File: src/rtl/rf_pkg.sv
// rf_pkg: shared register-file widths, types and constants
package rf_pkg;
  localparam int RF_ADDR_W = 4;
  localparam int RF_DATA_W = 16;
  localparam int RF_NREGS = 16;
  localparam logic [RF_ADDR_W-1:0] RF_ZERO_REG = 4'h0;
  typedef logic [RF_ADDR_W-1:0] rf_addr_t;
  typedef logic [RF_DATA_W-1:0] rf_data_t;
endpackage

File: src/rtl/rr_pick.sv
// rr_pick: combinational priority picker starting the search at a rotating index
// Ports: req (request vector), start (first index searched, wraps),
//        gnt (one-hot grant, 0 when no request), idx (encoded winner, 0 when none)
module rr_pick #(
  parameter int N = 3,
  parameter int IW = (N > 1) ? $clog2(N) : 1
) (
  input  logic [N-1:0]  req,
  input  logic [IW-1:0] start,
  output logic [N-1:0]  gnt,
  output logic [IW-1:0] idx
);
  int i;
  // Walk from the farthest candidate back to start so the closest one to start wins.
  always_comb begin
    gnt = '0;
    idx = '0;
    i = 0;
    for (int k = N - 1; k >= 0; k--) begin
      i = int'(start) + k;
      i = (i >= N) ? i - N : i;
      if (req[i]) begin
        gnt = '0;
        gnt[i] = 1'b1;
        idx = IW'(i);
      end
    end
  end
endmodule

File: src/rtl/rf_wb_arb.sv
// rf_wb_arb: write-back arbiter sharing the register file's single write port
// Ports: clk, rst (async, active-high); req_vld/req_addr/req_data per requester (packed);
//        req_rdy (combinational one-hot grant); hold (freezes arbiter, masks we);
//        we/dst_addr/dst (registered write port); pend (one-hot of dst_addr while we).
// Build option: RF_WB_RR_EN selects round-robin priority; otherwise fixed
// lowest-index priority and no last-grant register.
module rf_wb_arb
  import rf_pkg::*;
#(
  parameter int NREQ = 3
) (
  input  logic                     clk,
  input  logic                     rst,
  input  logic [NREQ-1:0]          req_vld,
  input  logic [NREQ*RF_ADDR_W-1:0] req_addr,
  input  logic [NREQ*RF_DATA_W-1:0] req_data,
  output logic [NREQ-1:0]          req_rdy,
  input  logic                     hold,
  output logic                     we,
  output rf_addr_t                 dst_addr,
  output rf_data_t                 dst,
  output logic [RF_NREGS-1:0]      pend
);
  localparam int IW = $clog2(NREQ);
  logic [IW-1:0] start;
  logic [IW-1:0] win;
  logic [NREQ-1:0] gnt;
  logic xfer;
  logic we_q;
  rf_addr_t win_addr;
  rf_data_t win_data;
`ifdef RF_WB_RR_EN
  logic [IW-1:0] last;
  always_ff @(posedge clk or posedge rst) begin
    if (rst) last <= IW'(NREQ - 1);
    else if (xfer) last <= win;
  end
  assign start = (last == IW'(NREQ - 1)) ? '0 : last + 1'b1;
`else
  assign start = '0;
`endif
  rr_pick #(.N(NREQ), .IW(IW)) u_pick (
    .req  (req_vld),
    .start(start),
    .gnt  (gnt),
    .idx  (win)
  );
  assign req_rdy = hold ? '0 : gnt;
  assign xfer = |req_rdy;
  assign win_addr = req_addr[RF_ADDR_W*int'(win) +: RF_ADDR_W];
  assign win_data = req_data[RF_DATA_W*int'(win) +: RF_DATA_W];
  // During hold we_q is frozen, so a latched write replays once hold drops.
  always_ff @(posedge clk or posedge rst) begin
    if (rst) begin
      we_q <= 1'b0;
      dst_addr <= '0;
      dst <= '0;
    end else if (!hold) begin
      we_q <= xfer && (win_addr != RF_ZERO_REG);
      if (xfer) begin
        dst_addr <= win_addr;
        dst <= win_data;
      end
    end
  end
  assign we = we_q & ~hold;
  assign pend = we ? (RF_NREGS'(1) << dst_addr) : '0;
endmodule

File: config.mk
export PLATFORM = sky130hd
export DESIGN_NAME = rf_wb_arb
export DESIGN_NICKNAME = d
export VERILOG_FILES = /design/src/rtl/rf_pkg.sv /design/src/rtl/rr_pick.sv /design/src/rtl/rf_wb_arb.sv
export SDC_FILE = /design/constraint.sdc
export NUM_CORES = 1
export LEC_CHECK = 0
export ABC_AREA = 1
export BUFFER_PORTS_ARGS = -buffer_cell sky130_fd_sc_hd__buf_2
export CORE_MARGIN = 2
export CORE_UTILIZATION = 40
export DETAILED_ROUTE_END_ITERATION = 10
export PLACE_DENSITY = 0.86
export REMOVE_ABC_BUFFERS = 1
export SLEW_MARGIN = 20
export SYNTH_ARGS = -nofsm -noshare
export SYNTH_HDL_FRONTEND = slang
export SYNTH_SLANG_ARGS = --single-unit
export TNS_END_PERCENT = 50
File: constraint.sdc
create_clock -name clk -period 1 [get_ports clk]
set_input_delay 0.15 -clock clk [delete_from_list [all_inputs] [get_ports clk]]
set_output_delay 0.15 -clock clk [all_outputs]
set_load 0.1 [all_outputs]
; Word-level counts from Yosys, hierarchy flattened
; Cells that the tools add are included.
[classes]
n_bitwise = 2
muxes = 8
shifts = 3
n_reduce_logical = 4
[op_table]
columns = operator, n
row1 = indexed part select 48 x 7 -> 16 bit, 1
row2 = 2-to-1 mux 16 bit, 1
row3 = "left shift 1 x 4 -> 16 bit, first input constant", 1
row4 = 2-to-1 mux 3 bit, 4
row5 = indexed part select 12 x 5 -> 4 bit, 1
row6 = 2-to-1 mux 2 bit, 3
row7 = nonzero test 4 bit, 1
row8 = OR reduction 3 bit, 1
row9 = AND reduction 2 bit, 1
row10 = AND 1 bit, 1
row11 = logical AND 1 bit, 1
row12 = NOT 1 bit, 1
[word_totals]
in_bits = 66
regBits = 21
out_inout_bits = 40

; Depth between registers and ports, before layout
[depth]
word_depth = 6
ltp_mapped = 10

; Cells and area by module
; From an unflattened synthesis, not the netlist that was laid out.
[hier_totals]
cells_unflattened = 275
hier_area_um2 = 1697.9
[by_module_without_submodules]
columns = mod, instances, area_per_inst_um2, seq_area_each_um2, cells_per_inst
row1 = rf_wb_arb, 1, 1396.3, 525.5, 217
row2 = rr_pick, 1, 301.5, 0.0, 58

; Worst setup path after synthesis
; Ideal clock, no wire load.
[synth_path]
path_kind = register to output
start = reg we_q
end = out pend[0]
stages_incl_launch_ff = 5
path_buffers = 0
path_slack_ps = -2636
t_arrival_ps = 3486
path_cell_list = dfrtp_1 -> inv_1 -> nor2_1 -> nand2_1 -> nor2_1
[synth_between]
elab_chain_cells = 2
[synth_rtl]
columns = item, line_no
row1 = "start, declared", rf_wb_arb.sv:29  ; logic we_q;
row2 = "start signal, assigned", rf_wb_arb.sv:59  ; we_q <= xfer && (win_addr != RF_ZERO_REG);
row3 = AND 1 bit, rf_wb_arb.sv:66  ; assign we = we_q & ~hold;
row4 = named net we, rf_wb_arb.sv:19  ; output logic we,
row5 = 2-to-1 mux 16 bit, rf_wb_arb.sv:67  ; assign pend = we ? (RF_NREGS'(1) << dst_addr) : '0;
row6 = "end, declared", rf_wb_arb.sv:22  ; output logic [RF_NREGS-1:0] pend
; The timed path passes the listed nets, and every way through them passes these cells.

; Worst setup path after layout
[layout_path]
start = reg we_q
end = out pend[15]
[layout_between]
elab_chain_cells = 2
[layout_rtl]
columns = item, line_no
row1 = AND 1 bit, rf_wb_arb.sv:66
row2 = 2-to-1 mux 16 bit, rf_wb_arb.sv:67
; No other way between the ends.

==> key figures <==
Status
  – Status: finished, violations left
  – Failing checks: negative setup slack

Synthesis
  – Count of cell types in the netlist: 15
  – Mapped Area: 1395 µm²
  – Post-synth top area cell: dfrtp_1
  – Post-synth top cells: nand2_1, nor2_1, dfrtp_1
  – EDFF count, synth: 0
  – Most used DFF post-synth: dfrtp_1
  – Yosys warns: 0
  – Cell with the most instances after synthesis: nand2_1
  – Largest cells by area after synthesis: dfrtp_1, nand2_1, nor2_1
  – Cells after Synth: 218
  – Sequential share of the synthesized area: 37.67%
  – Synth Area per Inst: 6.399 µm²
  – Top cell type's share of synthesized area: 37.67%
  – Seq cells post-synth: 21
  – Async S/R FF share, synth: 100.0%

Setup path
  – Kind of critical path: reg2out
  – WP data required: 850 ps
  – R2R setup slack: -170 ps
  – Crit path top cell by count: nor2_4
  – Reg2Reg Depth: 3
  – RR Startpoint: dst_addr[3]
  – Worst setup SP type: register
  – Reg-to-reg endpoint: dst_addr[3]
  – CP endpoint kind: output pin
  – Critical path's largest stage delay: 440 ps
  – CP arrival: 1550 ps
  – Ordered list of cells on the worst path: inv_2 > nor2_4 > buf_4 > nand2_8 > nor2_4 > buf_12
  – Worst path top cell family by delay: flip-flops
  – Critical Path Start: we_q
  – Crit path buf inv count: 3
  – Worst path slowest cell: dfrtp_1
  – Max FO, Critical Path: 8

STA
  – WHS: 73.08 ps
  – Worst Clk Skew: 0 ps
  – Worst Slack Setup Final: -697.3 ps
  – Max_slew headroom: 76.72%
  – Slew Viols, Final: 0
  – Fmax: 0.5892 GHz
  – Actual slew at the worst max-slew pin: 346.8 ps
  – Crit path time final: 1697 ps
  – Final hold violations: 0
  – RSZ-0062 raised after global routing: true
  – Final Cycle Share: 169.7%
  – Final Setup Violations: 48

Layout
  – Syn-to-layout area delta: 127.2%
  – Final Util: 94.98%
  – Ratio of cells with drive above 1 in the final layout: 54.55%
  – Nets@finish: 419
  – Fillers: 93
  – Diodes inserted: 0

Power and ir drop
  – Pleak: 1.510 nW
  – Pwr dens: 1416 nW/µm²
  – Worst IR drop on VDD: 0.001248 V

Drt
  – Detailed Routing Iterations Pass 1: 5
  – Antenna-violating nets left: 0
  – Via/cell ratio: 6.085
  – Post-Route WL: 9051 µm
  – DR iter-0 viols: 242
  – Vias: 2422
  – Number of remaining DRC errors: 0
  – WL/cell: 22.74 µm

Clock tree
  – CTS Buffer Depth: 2
  – CTS tree: yes
  – Htree depth: 1
  – Clock Sinks: 21
  – Number of CTS-inserted buffers: 3
  – CTS root buf: clkbuf_4
  – Clk_lat worst skew: 320 ps
  – Reg clk slew, reported paths: 130 ps

GRT
  – First-pass GRT wire length: 11240 µm
  – GRT Residual Overflow: 0
  – Gr busiest metal: met2
  – GRT met2 Usage: 65.96%
  – Largest net degree at the start of global routing: 22
  – Met1 Track Usage GR: 38.98%
  – Met3 Use GR: 8.214%
  – Vias in the first global route: 2250
  – Initial antenna violation count: 0
  – GRT Util Overall: 36.20%

Floorplan
  – Num ports: 106
  – Row Count: 21
  – Core area: 3337 µm²
  – Die Span Y: 63.06 µm
  – Die area: 3976 µm²
  – Die X: 63.06 µm
  – Starting Density: 41.81%

Placement
  – RD Place Congestion: 0.8745
  – Number of port buffers: 105
  – Hpwl dp: 4100 µm
  – Dpl ws: -541.6 ps

Worst hold path
  – Min-Delay Path Depth: 3
  – Worst min path class: in2reg
  – Hold Path Sink: dst[8]
  – Min-Delay Startpoint: req_data[40]

Run
  – Max cap viols: 0
==> kinds of logic (layout without fill, tap and decap cells) <==
| kind of cell | Yosys count | in the layout | synth area share (%) |
|---|---|---|---|
| and+or+nand+nor | 155 | 155 | 44.40 |
| DFF | 21 | 21 | 37.67 |
| AOI/OAI and AO/OA | 21 | 21 | 10.13 |
| buffers and inverters | 21 | 155 | 7.803 |
==> metal layers <==
metal,part of all wire (%),routed length [µm]
met3,12,1125
met5,0,0
met2,47,4296
met1,32,2873
met4,8.3,755
==> flip-flops by register name, summed over array words and instances, names as in the netlist <==
signal / flops
dst: 16
dst_addr: 4
we_q: 1
==> worst register-to-register path, delay by kind of cell, from the launching register on <==
kind | cells | cell delay (ps)
DFF | 1 | 470
AOI/OAI and AO/OA | 1 | 300
buffers and inverters | 2 | 280
==> final cells by class <==
class / instances / area (µm²) / area share (%)
Clock buffer: 3 / 22.52 / 0.7106
Clock inverter: 1 / 5.005 / 0.1579
Inverter: 10 / 47.55 / 1.500
Multi-Input combinational cell: 176 / 1013 / 31.98
Sequential cell: 21 / 526.8 / 16.62
Tap cell: 46 / 57.56 / 1.816
Timing Repair Buffer: 141 / 1496 / 47.22
==> per-stage QoR <==
stage	setup TNS, ps	total power [mW]	area, µm²	std cells
floorplan	-55640	2.460	1324	207
global placement	-9351	3.503	2758	383
detailed placement	-11770	3.564	2758	383
CTS	-11430	4.145	2993	391
global route	-15500	4.572	3169	398
finish	-14830	4.486	3169	398
==> where the power goes <==
group / switching, mW / internal [mW]
Combinational: 1.87 / 1.02
Clock: 0.300 / 0.150
Sequential: 0.176 / 0.972
==> worst max-delay path by stage <==
stage | slack (ps) | end | depth (start not counted)
finish | -700 | pend[15] | 6
global route | -710 | pend[15] | 6
CTS | -570 | pend[8] | 5
detailed placement | -540 | pend[5] | 5
global placement | -400 | pend[11] | 5
floorplan | -2640 | pend[0] | 4
==> repair_timing <==
action	4_1_cts	5_1_grt
hold endpoints to repair	21	0
hold buffers	1	0
gates cloned	0	0
setup endpoints to repair	39	44
setup buffers	4	7
gates resized for setup	50	31
pin swaps	4	12
==> layout by cell type (no fill, tap or decap), drive strengths merged <==
master         n
a31oi         17
dfrtp         21
clkinv         1
dlygate4sd3    1
o21ai          4
inv           10
nand2         99
nor2          39
nand4          1
buf          139
clkbuf         4
nand3         16
Note: power is estimated with default switching activity, not from simulation.
